## config.mk

```make
export PLATFORM = sky130hd
export DESIGN_NAME = latch_exerciser
export DESIGN_NICKNAME = d
export VERILOG_FILES = /design/src/rtl/latch_exerciser.sv
export SDC_FILE = /design/constraint.sdc
export NUM_CORES = 1
export LEC_CHECK = 0
export CAP_MARGIN = 10
export CORE_ASPECT_RATIO = 0.5
export CORE_MARGIN = 3
export CORE_UTILIZATION = 55
export CTS_CLUSTER_DIAMETER = 40
export DETAILED_ROUTE_END_ITERATION = 10
export GPL_TIMING_DRIVEN = 0
export PLACE_DENSITY = 0.87
export SLEW_MARGIN = 20
export SYNTH_ARGS = -nofsm -noshare
export SYNTH_HDL_FRONTEND = slang
export SYNTH_SLANG_ARGS = --single-unit
```

## constraint.sdc

```tcl
create_clock -name clk -period 3.5 [get_ports clk]
set_input_delay 1.05 -clock clk [delete_from_list [all_inputs] [get_ports clk]]
set_output_delay 1.05 -clock clk [all_outputs]
set_load 0.005 [all_outputs]
```

## src/rtl/latch_exerciser.sv

```systemverilog
// Sequencer that writes an 8-bit pattern into an external latch or flip-flop one bit at a time
// and reads each bit back. It counts the bits that read back wrong and reports pass or fail.
module latch_exerciser #(
   parameter int unsigned SETUP_CYC  = 2,
   parameter int unsigned PULSE_CYC  = 3,
   parameter int unsigned SETTLE_CYC = 4
) (
   input  logic       clk,
   input  logic       R,
   input  logic       start,
   input  logic [1:0] mode,
   input  logic [7:0] pattern,
   input  logic       lat_Q,
   output logic       lat_clk,
   output logic       lat_S,
   output logic       lat_R,
   output logic       lat_D,
   output logic       lat_rst,
   output logic       busy,
   output logic [7:0] captured,
   output logic [3:0] fail_count,
   output logic       done,
   output logic       pass
);

   typedef enum logic [2:0] {IDLE, CLEAR, SETUP, PULSE, SETTLE, CHECK, FIN} state_t;

   localparam logic [3:0] SETUP_LD  = 4'(SETUP_CYC - 1);
   localparam logic [3:0] PULSE_LD  = 4'(PULSE_CYC - 1);
   localparam logic [3:0] SETTLE_LD = 4'(SETTLE_CYC - 1);

   state_t     state, nxt_state;
   logic [3:0] cnt, nxt_cnt;
   logic       clr_settle, nxt_clr_settle;
   logic [1:0] mode_r, nxt_mode;
   logic [7:0] pat_r, nxt_pat;
   logic [2:0] idx, nxt_idx;
   logic [7:0] nxt_captured;
   logic [3:0] nxt_fail;
   logic       nxt_pass, nxt_busy, nxt_done;
   logic       nxt_lat_clk, nxt_lat_S, nxt_lat_R, nxt_lat_D, nxt_lat_rst;
   logic       cur_bit;

   always_comb begin
      nxt_state      = state;
      nxt_cnt        = cnt;
      nxt_clr_settle = clr_settle;
      nxt_mode       = mode_r;
      nxt_pat        = pat_r;
      nxt_idx        = idx;
      nxt_captured   = captured;
      nxt_fail       = fail_count;
      nxt_pass       = pass;

      case (state)
         IDLE: begin
            if (start) begin
               nxt_mode     = mode;
               nxt_pat      = pattern;
               nxt_captured = 8'd0;
               nxt_fail     = 4'd0;
               nxt_pass     = 1'b0;
               nxt_idx      = 3'd0;
               if (mode[1]) begin
                  nxt_state      = CLEAR;
                  nxt_cnt        = PULSE_LD;
                  nxt_clr_settle = 1'b0;
               end else begin
                  nxt_state = SETUP;
                  nxt_cnt   = SETUP_LD;
               end
            end
         end
         // CLEAR runs a reset pulse followed by a quiet settle window before the first bit
         CLEAR: begin
            if (cnt != 4'd0) begin
               nxt_cnt = cnt - 4'd1;
            end else if (!clr_settle) begin
               nxt_clr_settle = 1'b1;
               nxt_cnt        = SETTLE_LD;
            end else begin
               nxt_state = SETUP;
               nxt_cnt   = SETUP_LD;
            end
         end
         SETUP: begin
            if (cnt != 4'd0) begin
               nxt_cnt = cnt - 4'd1;
            end else begin
               nxt_state = PULSE;
               nxt_cnt   = PULSE_LD;
            end
         end
         PULSE: begin
            if (cnt != 4'd0) begin
               nxt_cnt = cnt - 4'd1;
            end else begin
               nxt_state = SETTLE;
               nxt_cnt   = SETTLE_LD;
            end
         end
         SETTLE: begin
            if (cnt != 4'd0) nxt_cnt = cnt - 4'd1;
            else             nxt_state = CHECK;
         end
         CHECK: begin
            nxt_captured[idx] = lat_Q;
            if ((lat_Q != pat_r[idx]) && (fail_count != 4'd15)) nxt_fail = fail_count + 4'd1;
            if (idx == 3'd7) begin
               nxt_state = FIN;
               nxt_pass  = (nxt_fail == 4'd0);
            end else begin
               nxt_idx   = idx + 3'd1;
               nxt_state = SETUP;
               nxt_cnt   = SETUP_LD;
            end
         end
         FIN:     nxt_state = IDLE;
         default: nxt_state = IDLE;
      endcase

      // Drives are derived from the upcoming state so they register in step with it
      cur_bit     = nxt_pat[nxt_idx];
      nxt_lat_clk = (nxt_mode == 2'd0);
      nxt_lat_S   = 1'b1;
      nxt_lat_R   = 1'b1;
      nxt_lat_D   = 1'b0;
      nxt_lat_rst = 1'b0;
      nxt_busy    = 1'b1;
      nxt_done    = 1'b0;

      case (nxt_state)
         IDLE:  nxt_busy = 1'b0;
         FIN: begin
            nxt_busy = 1'b0;
            nxt_done = 1'b1;
         end
         CLEAR: nxt_lat_rst = !nxt_clr_settle;
         SETUP, SETTLE, CHECK: nxt_lat_D = (nxt_mode != 2'd0) && cur_bit;
         PULSE: begin
            if (nxt_mode == 2'd0) begin
               nxt_lat_clk = 1'b0;
               nxt_lat_S   = !cur_bit;
               nxt_lat_R   = cur_bit;
            end else begin
               nxt_lat_clk = 1'b1;
               nxt_lat_D   = cur_bit;
            end
         end
         default: nxt_busy = 1'b1;
      endcase
   end

   always_ff @(posedge clk) begin
      if (R) begin
         state      <= IDLE;
         cnt        <= 4'd0;
         clr_settle <= 1'b0;
         mode_r     <= 2'd0;
         pat_r      <= 8'd0;
         idx        <= 3'd0;
         captured   <= 8'd0;
         fail_count <= 4'd0;
         pass       <= 1'b0;
         busy       <= 1'b0;
         done       <= 1'b0;
         lat_clk    <= 1'b1;
         lat_S      <= 1'b1;
         lat_R      <= 1'b1;
         lat_D      <= 1'b0;
         lat_rst    <= 1'b0;
      end else begin
         state      <= nxt_state;
         cnt        <= nxt_cnt;
         clr_settle <= nxt_clr_settle;
         mode_r     <= nxt_mode;
         pat_r      <= nxt_pat;
         idx        <= nxt_idx;
         captured   <= nxt_captured;
         fail_count <= nxt_fail;
         pass       <= nxt_pass;
         busy       <= nxt_busy;
         done       <= nxt_done;
         lat_clk    <= nxt_lat_clk;
         lat_S      <= nxt_lat_S;
         lat_R      <= nxt_lat_R;
         lat_D      <= nxt_lat_D;
         lat_rst    <= nxt_lat_rst;
      end
   end

endmodule
```

# After elaboration in Yosys (flattened, before gate mapping)
# Cells that the tools add are included.
[classes]
add_sub_neg = 3
magnitude_cmp = 3
n_eq_ne = 18
muxes = 51
n_bitwise = 3
n_reduce_logical = 20
[op_table]
columns = ["cell", "n"]
rows = [
  ["two-way mux 4 bit", 9],
  ["two-way mux 3 bit", 9],
  ["two-way mux 8 bit", 3],
  ["one-hot mux 4 bit (6 select lines)", 1],
  ["== test 3 bit, second input constant", 6],
  ["one-hot mux 3 bit (6 select lines)", 1],
  ["one-hot mux 8 bit (2 select lines)", 1],
  ["two-way mux 1 bit", 13],
  ["== test 3 x 2 -> 1 bit, second input constant", 4],
  ["two-way mux 2 bit", 5],
  ["bitwise mux 8 bit", 1],
  ["< comparator 3 x 4 -> 1 bit, second input constant", 2],
  ["inequality test 2 bit, second input constant", 4],
  ["one-hot mux 4 bit (2 select lines)", 1],
  ["binary-select mux 1 bit (select 3 bit)", 2],
  ["== test 3 x 1 -> 1 bit, second input constant", 2],
  ["logical NOT 3 bit", 2],
  ["one-hot mux 1 bit (2 select lines)", 3],
  ["one-hot mux 3 bit (2 select lines)", 1],
  ["nonzero test 6 bit", 1],
  ["OR reduction 3 bit", 2],
  ["adder 4 x 1 -> 4 bit, second input constant", 1],
  ["logical NOT 4 bit", 1],
  ["inequality test 4 bit, second input constant", 1],
  ["other kinds (15)", 22],
]
[totals]
reg_bits = 41
in_bits = 14
output_inout_bits = 20
elab_cells = 114

# Depth between registers and ports, before layout
# Gate-level depths: netlist of the first run.
[logic_depth]
word_depth = 9
ltp_mapped = 11
depth_no_buf = 11

# Worst setup path after synthesis of the first run
# No wires, ideal clock.
[synth_path]
path_kind = "input to register"
from = "in start"
to = "reg lat_S"
setup_time_ps = 127
t_arrival_ps = 2771
required_time_ps = 3373
path_slack_ps = 601
cell_stages = 9
n_path_buf = 1
cell_sequence = "or4b_1 buf_2 nor2_1 a211oi_1 or2_2 nor2_1 ha_1 nor2b_1 or3b_1"
[synth_between]
elab_chain_len = 5
elab_cells_between_ends = 16
classes_between = "eq/ne (1); mux (10); bitwise (2); reduce/logical (3)"
[synth_rtl]
columns = ["item", "line_no", "rtl"]
rows = [
  ["from (decl)", "10", "input logic start,"],
  ["two-way mux 3 bit, or another cell as far along", "57", "if (start) begin"],
  ["one-hot mux 3 bit (2 select lines), or another cell as far along", "55", "case (state)"],
  ["binary-select mux 1 bit (select 3 bit), or another cell as far along", "123", "cur_bit = nxt_pat[nxt_idx];"],
  ["two-way mux 1 bit (not written as such) or inverter 1 bit (tied branches)", "--", ""],
  ["logical NOT 1 bit or OR reduction 3 bit (tied branches)", "--", ""],
  ["to (signal assigned)", "185", "lat_S <= nxt_lat_S;"],
  ["to (decl)", "15", "output logic lat_S,"],
]
# Parallel ways exist; a longest one is shown, timed or not. The select of a mux whose other input is x is not followed.
# A chain may end at the register's enable or synchronous reset.

# Worst setup path in the final report of the first run
# Same ends and word-level chain as after synthesis.

==> results of run 1 <==
## worst max-delay path: stages
cell	delay, ps
dlymetal6s2s_1	210
or4b_1	450
buf_2	190
nor2_1	120
a211oi_1	100
or2_2	350
nor2_1	130
ha_1	160
nor2b_1	160
or3b_1	350
## cell usage after synthesis (6+ instances only)
master    instances  share of area, %
ha_1              6               3.0
inv_1            13               2.0
o21ai_0          16               3.2
a21oi_1          24               4.8
nand2_1          28               4.2
nor3_1            6               1.2
nor2_1           31               4.7
dfxtp_1          41                33
a211oi_1          6               1.8
clkbuf_1         19               2.9
mux2i_1           9               3.6
nand3_1          11               2.2
## metal layers
metal | share of wire (%) | routed length (um) | up-vias | GRT usage, %
li1 | - | - | 1212 | -
met1 | 45 | 3000 | 1215 | 34.0
met2 | 43 | 2880 | 123 | 42.0
met3 | 9.3 | 616 | 13 | 6.97
met4 | 2.0 | 134 | 0 | 6.62
met5 | 0 | 0 | - | 0
## final cells by class
type / instances / area [um2] / share of cell area, %
multi-input combinational: 230 / 1490 / 49.7
sequential: 41 / 821 / 27.5
timing repair buffer: 32 / 323 / 10.8
buffer: 25 / 126 / 4.23
clock buffer: 7 / 86.3 / 2.89
tap: 54 / 67.6 / 2.26
inverter: 13 / 48.8 / 1.63
clock inverter: 1 / 30.0 / 1.00
## sequential cells by signal, summed over array words and instances, names as in the netlist, 2 cells and up
name,count
mode_r,2
idx,3
state,3
cnt,4
fail_count,4
captured,8
pat_r,8
## stage by stage
step	hold slack [ps]	area [um2]	total power (uW)	utilization, %	TNS, ps
after global placement	443	2870	843	69.6	-214
after global routing	477	2990	1310	72.5	0
after floorplan	436	2480	757	-	0
after CTS	463	2990	1250	72.4	0
final	458	2990	1250	72.5	0
after detailed placement	452	2870	855	69.6	-294
## final timing paths
kind / end / startpoint / slack (ps) / cells past startpoint
setup / recovery: lat_S$_SDFF_PP1_ / start / 400 / 10
hold / removal: mode_r[0]$_SDFF_PP0_ / mode_r[0]$_SDFF_PP0_ / 460 / 2
setup reg to reg: lat_S$_SDFF_PP1_ / idx[0]$_SDFF_PP0_ / 640 / 8
hold reg to reg: mode_r[0]$_SDFF_PP0_ / mode_r[0]$_SDFF_PP0_ / 460 / 2
## power groups by stage
stage	Sequential (uW)	Clock [uW]	Combinational, uW
3_5_place_dp	527	0	329
6_report	515	399	339
5_1_grt	520	422	369
2_1_floorplan	523	0	234
4_1_cts	515	401	332
3_3_place_gp	524	0	319
## kinds of logic (layout without fill, tap and decap cells)
| family | count (synthesis) | after routing | synth area share (%) |
|---|---|---|---|
| flops | 41 | 41 | 33.1 |
| compound gates | 89 | 89 | 24.3 |
| buf+inv | 38 | 78 | 7.06 |
| simple gates | 117 | 117 | 24.5 |
| xor+xnor | 3 | 3 | 1.06 |
| mux | 15 | 15 | 6.91 |
| fa+ha+maj | 6 | 6 | 3.02 |
==> run metrics, run 1 <==
Hold Fails Final Rpt 0; sequential share of power 41.1%; Max Cap Viol 0; fin worst setup slack 402 ps; fill count 321; fin crit period 3100 ps; Starting Density 60.2%; slew margin rel. 60.5%; CTS buffer count 5; Clock Power Share 31.8%; vias in the first global route 2247; DRT Wirelength 6640 um; router iterations before antenna repair 5; critical path capture point type flip-flop; Cells after Synth 309; Hold Buf Count CTS 0; Post-Syn Area per Cell 8.03 um2; most common cell after layout, fill and taps aside dfxtp_1; GPL Wtd Cong 0.944; clk_lat worst skew 300 ps; post-placement cell count 395; Max FO, Critical Path 8; Longest Clk Path Bufs 2; commonest cells after routing, fill and taps aside dfxtp_1, nor2_1, clkdlybuf4s50_1, nand2_1, a21oi_1; P_sw 382 uW; internal cell power 871 uW; Die ar. 0.00540 mm2; die width 101 um; CTS tree yes; endpoints failing setup 0; clock-pin transition on the worst setup and hold timing paths 70 ps; RSZ-0062 raised after global routing false; count of boundary I/O pins 34; clk_skew 10.0 ps; Final nets 368; status complete, no violations; Yosys cell types 58; Die Ht 53.5 um; synthesized flop and latch total 41; top_reg_cell synth dfxtp_1; post-placement worst setup slack -231 ps; n_diodes 0; Cell Area, Synth 0.00248 mm2; Combinational Power Share 27.1%; Core ar. 0.00412 mm2; Clock Sinks 41; number of enable flip-flop cells after synthesis 0; f_max 323 MHz; Post-Syn Nets 329; Worst Hold Class reg -> reg; GRT Overall Usage 25.7%; HPWL after DPL 4880 um; Placement Rows 16; vias 2563; Post-CTS Setup Inserts 0; startpoint types primary input; Sw Ratio 30.5%; Max Slew Vio Count 0; Congestion Overflow GR 0; final cell count without fillers 403; register area share after synthesis 33.1%; DRC violations left 0; Critical Path RT 3680 ps; synth warn 0; CP Data Arrival Time 3270 ps; Initial DRC Count 195; async set-reset flop share out of synthesis 0%; vias per cell 6.36; routed length per instance 16.5 um; PwrDens 419 mW/mm2; Leak 0.00110 uW; area added between synthesis and finish 20.4%; Slew @ Worst Pin 592 ps; post-route ant nets 0; initial antenna violation count 0; layout cells sized above 1 7.16%; fin crit share 88.5%; Root Driver clkbuf_8; largest net degree at the start of global routing 13; H-tree depth 2; Resized cells post-CTS 0; global-route wire length before repair 10900 um; Setup CP Type in -> reg; maximum VDD drop 222 uV; PortBufs 32
(Power assumes the default switching activity.)
==> run 2, diff against run 1 <==
--- a/config.mk
+++ b/config.mk
@@ -8,11 +8,11 @@
 export CAP_MARGIN = 10
 export CORE_ASPECT_RATIO = 0.5
 export CORE_MARGIN = 3
-export CORE_UTILIZATION = 55
+export CORE_UTILIZATION = 45
 export CTS_CLUSTER_DIAMETER = 40
 export DETAILED_ROUTE_END_ITERATION = 10
 export GPL_TIMING_DRIVEN = 0
-export PLACE_DENSITY = 0.87
+export PLACE_DENSITY = 0.75
 export SLEW_MARGIN = 20
 export SYNTH_ARGS = -nofsm -noshare
 export SYNTH_HDL_FRONTEND = slang
==> constraint.sdc (replaced) <==
create_clock -name clk -period 3.09 [get_ports clk]
set_input_delay 0.927 -clock clk [delete_from_list [all_inputs] [get_ports clk]]
set_output_delay 0.927 -clock clk [all_outputs]
set_load 0.005 [all_outputs]
==> run 2 against run 1 <==
Critical endpoint unchanged. Critical path depth unchanged. Via count down 3.5%. Sequential power up 13%. Routed wire length up 0.30%.
==> run metrics, run 2 (same netlist as run 1, synthesis figures left out) <==
status complete, no violations; slew margin rel. 60.1% (-0.45 points); Critical Path RT 3280 ps (-400 ps); CP Data Arrival Time 3040 ps (-230 ps); Hold Crit Start mode_r[0]$_SDFF_PP0_; GRT busiest layer met2; Max Cap Viol 0 (unchanged); global-route wire length before repair 10900 um (about the same); initial antenna violation count 0 (unchanged); GRT Overall Usage 20.7% (-5.0 points); DRT Wirelength 6660 um (+0.30%); Die ar. 0.00650 mm2 (+20%); Clock Sinks 41 (unchanged); Reg2Reg Capture Point lat_clk$_SDFF_PP1_; GPL Wtd Cong 0.908 (-3.9%); Worst Hold Depth 2 (unchanged); layout cells sized above 1 7.74% (+0.57 points); vias per cell 5.90 (-7.2%); n_diodes 0 (unchanged); post-placement cell count 411 (+4.1%); f_max 351 MHz; vias 2474 (-3.5%); Worst Hold Class reg -> reg; HPWL after DPL 4980 um (+2.1%); area added between synthesis and finish 20.1%; fin worst setup slack 241 ps (-161 ps); biggest regs captured (8), pat_r (8); GR met3 Demand/Resource 4.41% (-2.6 points); router iterations before antenna repair 5 (unchanged); R2R depth 10 (+2); hold endpoint mode_r[0]$_SDFF_PP0_; critical path capture point type flip-flop; Post-CTS Setup Inserts 0 (unchanged); Max Slew Vio Count 0 (unchanged); startpoint types primary input; Leak 0.00109 uW (-1.5%); Starting Density 48.6% (-12 points); most common cell after layout, fill and taps aside dfxtp_1; RSZ-0062 raised after global routing false; Max FO, Critical Path 8 (unchanged); clk_lat worst skew 300 ps (about the same); clk_skew 5.33 ps (-4.67 ps); worst hold slack 468 ps (+10.2 ps); Initial DRC Count 241 (+24%); H-tree depth 2 (unchanged); CTS buffer count 5 (unchanged); DRC violations left 0 (unchanged); Hold Fails Final Rpt 0 (unchanged); Longest Clk Path Bufs 2 (unchanged); maximum VDD drop 212 uV (-4.7%); post-route ant nets 0 (unchanged); met1 usage 30.3% (-3.8 points); commonest cells after routing, fill and taps aside dfxtp_1, nor2_1, clkdlybuf4s50_1, nand2_1, a21oi_1; Die Ht 58.5 um (+9.4%); Congestion Overflow GR 0 (unchanged); Core ar. 0.00511 mm2 (+24%); Setup CP Type in -> reg; endpoints failing setup 0 (unchanged); die width 111 um (+9.9%); Reg2Reg Launch Point cnt[0]$_SDFFE_PP0P_; Root Driver clkbuf_8; largest net degree at the start of global routing 14 (+1); Placement Rows 18 (+2); final cell count without fillers 419 (+4.0%); Slew @ Worst Pin 599 ps (+6.68 ps); routed length per instance 15.9 um (-3.5%); post-placement worst setup slack -521 ps (-289 ps); Final nets 368 (unchanged); fin crit period 2850 ps; fin crit share 92.2%; CTS tree yes; met2 Track Usage GR 31.8% (-10 points); clock-pin transition on the worst setup and hold timing paths 80 ps (about the same); R2R setup slack 340 ps (-300 ps); PortBufs 32 (unchanged); PwrDens 452 mW/mm2 (+7.9%); vias in the first global route 2155 (-4.1%); count of boundary I/O pins 34 (unchanged)
## run 2: worst max path at each step
stage / from / end / slack [ps] / depth (start not counted)
2_1_floorplan: start / lat_S$_SDFF_PP1_ / 310 / 9
3_5_place_dp: start / lat_S$_SDFF_PP1_ / -520 / 10
6_report: start / lat_S$_SDFF_PP1_ / 240 / 10
5_1_grt: start / lat_S$_SDFF_PP1_ / 80 / 10
3_3_place_gp: start / lat_S$_SDFF_PP1_ / -510 / 10
4_1_cts: start / lat_S$_SDFF_PP1_ / 70 / 10
## run 2: area by class of cell
class                           count  area (um2)
Sequential cell                    41         821
Timing Repair Buffer               32         315
Clock inverter                      2        13.8
Tap cell                           70        87.6
Fill cell                         478        2130
Inverter                           13        48.8
Clock buffer                        6        82.6
Buffer                             25         126
Multi-Input combinational cell    230        1490
## run 2: where the power goes
group          internal [uW]  total [uW]  leakage (uW)  switching (uW)
clock                    181         384     0.0000512             203
combinational            159         380      0.000701             222
sequential               564         584      0.000334            19.5
total                    904        1350       0.00109             444
## run 2: per-layer routing
metal | vias up | part of all wire [%]
li1 | 1209 | -
met1 | 1172 | 48
met2 | 87 | 44
met3 | 6 | 6.9
met4 | 0 | 0.71
met5 | - | 0
## run 2: timing repair
action	CTS	global route
gates resized for setup	1	2
hold buffers	0	0
endpoints found under the setup margin	2	1
## run 2: critical path, stage by stage
cell      delay [ps]
clkbuf_2         150
or4b_1           430
buf_2            190
nor2_1           110
a211oi_1          90
or2_2            340
nor2_1           130
ha_1             150
nor2b_1          160
or3b_1           350
## run 2: through the flow
stage / total power (uW) / area [um2] / utilization (%) / TNS, ps
5_1_grt: 1430 / 2980 / 58.3 / 0
3_5_place_dp: 972 / 2890 / 56.5 / -1380
2_1_floorplan: 858 / 2480 / - / 0
4_1_cts: 1350 / 2990 / 58.4 / 0
3_3_place_gp: 959 / 2890 / 56.5 / -1390
6_report: 1350 / 2980 / 58.3 / 0
==> run 3, diff against run 2 <==
--- a/config.mk
+++ b/config.mk
@@ -5,8 +5,7 @@
 export SDC_FILE = /design/constraint.sdc
 export NUM_CORES = 1
 export LEC_CHECK = 0
-export CAP_MARGIN = 10
-export CORE_ASPECT_RATIO = 0.5
+export CAP_MARGIN = 15
 export CORE_MARGIN = 3
 export CORE_UTILIZATION = 45
 export CTS_CLUSTER_DIAMETER = 40
==> run 3 against run 2 <==
Clock power is 15% lower. Register-to-register slack worse by 20 ps. Combinational power is 1% lower. Final area is 0.76% lower. Core utilization is 1.5 points lower. Sequential power hardly changed. Global-route usage is 0.38 points lower. Via count is 1.5% lower. Critical endpoint unchanged.
==> run metrics, run 3 (same netlist as run 1, synthesis figures left out) <==
vias per cell 5.85 (-0.98%); Longest Clk Path Bufs 2 (unchanged); R2R setup slack 320 ps (-20 ps); post-placement cell count 411 (unchanged); critical path's largest stage delay 430 ps (about the same); RSZ-0062 raised after global routing false; f_max 352 MHz (+0.19%); Clock Sinks 41 (unchanged); Hold Crit Start mode_r[1]$_SDFF_PP0_; global-route wire length before repair 10400 um (-4.1%); fin crit share 92.0% (-0.18 points); Final nets 368 (unchanged); commonest cells after routing, fill and taps aside dfxtp_1, nor2_1, clkdlybuf4s50_1, nand2_1, a21oi_1; setup_tns 0 ps (unchanged); most common cell after layout, fill and taps aside dfxtp_1; Worst path most repeated cell nor2_1; Die Ht 80.3 um (+37%); Worst Hold Class reg -> reg; worst hold slack 462 ps (-6.02 ps); Reg2Reg Launch Point idx[0]$_SDFF_PP0_; CTS buffer count 5 (unchanged); fin crit period 2840 ps (-5.47 ps); layout cells sized above 1 7.20% (-0.53 points); final cell count without fillers 417 (-0.48%); slowest stage cell, crit path or4b_1; Placement Rows 26 (+8); worst-path cell chain clkbuf_2 -> or4b_1 -> buf_2 -> nor2_1 -> a211oi_1 -> or2_2 -> nor2_1 -> ha_1 -> nor2b_1 -> or3b_1; DRC violations left 0 (unchanged); biggest regs captured (8), pat_r (8); CP Data Arrival Time 3020 ps (-20 ps); Critical Path RT 3270 ps (about the same); vias in the first global route 2217 (+2.9%); H-tree depth 2 (unchanged); maximum VDD drop 216 uV (+1.8%); critical path capture point type flip-flop; count of boundary I/O pins 34 (unchanged); n_diodes 0 (unchanged); Slew @ Worst Pin 609 ps (+10.3 ps); endpoints failing setup 0 (unchanged); Crit. Startpoint start; Initial DRC Count 185 (-23%); Core ar. 0.00520 mm2 (+1.8%); Placed Area 0.00289 mm2 (unchanged); HPWL after DPL 4640 um (-6.9%); Max Cap Viol 0 (unchanged); delay-heaviest family, CP simple AND/OR/NAND/NOR gates; DRT Wirelength 6260 um (-5.9%); router iterations before antenna repair 4 (-1); clock-pin transition on the worst setup and hold timing paths 80 ps (about the same); Hold Fails Final Rpt 0 (unchanged); routed length per instance 15.0 um (-5.5%); Post-CTS Setup Inserts 0 (unchanged); post-route ant nets 0 (unchanged); PwrDens 435 mW/mm2 (-3.8%); Die ar. 0.00644 mm2 (-0.84%); PortBufs 32 (unchanged); largest net degree at the start of global routing 12 (-2); CP Buf/Inv Count 2 (unchanged); Setup CP Type in -> reg; startpoint types primary input; Congestion Overflow GR 0 (unchanged); initial antenna violation count 0 (unchanged); vias 2438 (-1.5%); GRT Overall Usage 20.3% (-0.38 points); status complete, no violations; cell area after layout 0.00296 mm2 (-0.76%); GPL Wtd Cong 0.957 (+5.5%); die width 80.3 um (-28%); Max FO, Critical Path 8 (unchanged); Starting Density 47.7% (-0.86 points); Max Slew Vio Count 0 (unchanged); slew margin rel. 59.4% (-0.69 points); Root Driver clkbuf_8; clk_lat worst skew 290 ps (about the same); area added between synthesis and finish 19.2%; Leak 0.00107 uW (-1.0%); clk_skew 5.06 ps (-0.271 ps); CTS tree yes
[run 3: power by group]
group,switching [uW],internal (uW),total [uW]
logic,217,158,376
clock network,179,149,328
registers,19.6,564,584
total,416,871,1290
[run 3: final cells by class]
type	instances	area [um2]
plain buffers	25	126
clock buffers	5	68.8
clock inverters	1	5.00
fillers	487	2250
inverters	13	48.8
multi-input cells	230	1490
flip-flops and latches	41	821
well taps	70	87.6
repair buffers	32	315
[run 3: path summary, 6_finish.rpt]
path	endpoint	cells past startpoint
max	lat_S$_SDFF_PP1_	10
min	mode_r[1]$_SDFF_PP0_	2
max reg2reg	lat_S$_SDFF_PP1_	8
min reg2reg	mode_r[1]$_SDFF_PP0_	2
[run 3: stage by stage]
| step | setup slack (ps) | util, % | power (uW) |
|---|---|---|---|
| 6_report | 246 | 56.9 | 1290 |
| 3_3_place_gp | -511 | 55.5 | 959 |
| 4_1_cts | 63.9 | 56.9 | 1290 |
| 2_1_floorplan | 314 | - | 858 |
| 3_5_place_dp | -514 | 55.5 | 966 |
| 5_1_grt | 82.4 | 56.9 | 1360 |
[run 3: repair_timing]
action | CTS | global route
endpoints found under the setup margin | 2 | 1
hold buffers | 0 | 0
hold endpoints to repair | 0 | 0
pin swaps | 0 | 0
gates cloned | 0 | 0
resized for setup | 1 | 2
[run 3: metal layers]
layer / vias up / track usage (%) / wire, um
met4: 0 / 4.90 / 46
met2: 94 / 32.2 / 2810
li1: 1212 / - / -
met1: 1127 / 28.6 / 2980
met3: 5 / 3.48 / 423
met5: - / 0 / 0
[run 3: worst reg2reg max path, cell delays in order (launching register included)]
cell and delay [ps]:
dfxtp_1 480, ha_1 190, clkbuf_1 330, nand2_1 300, a31oi_1 240, o21ai_0 190
and3_1 240, o31a_1 340, or3b_1 360
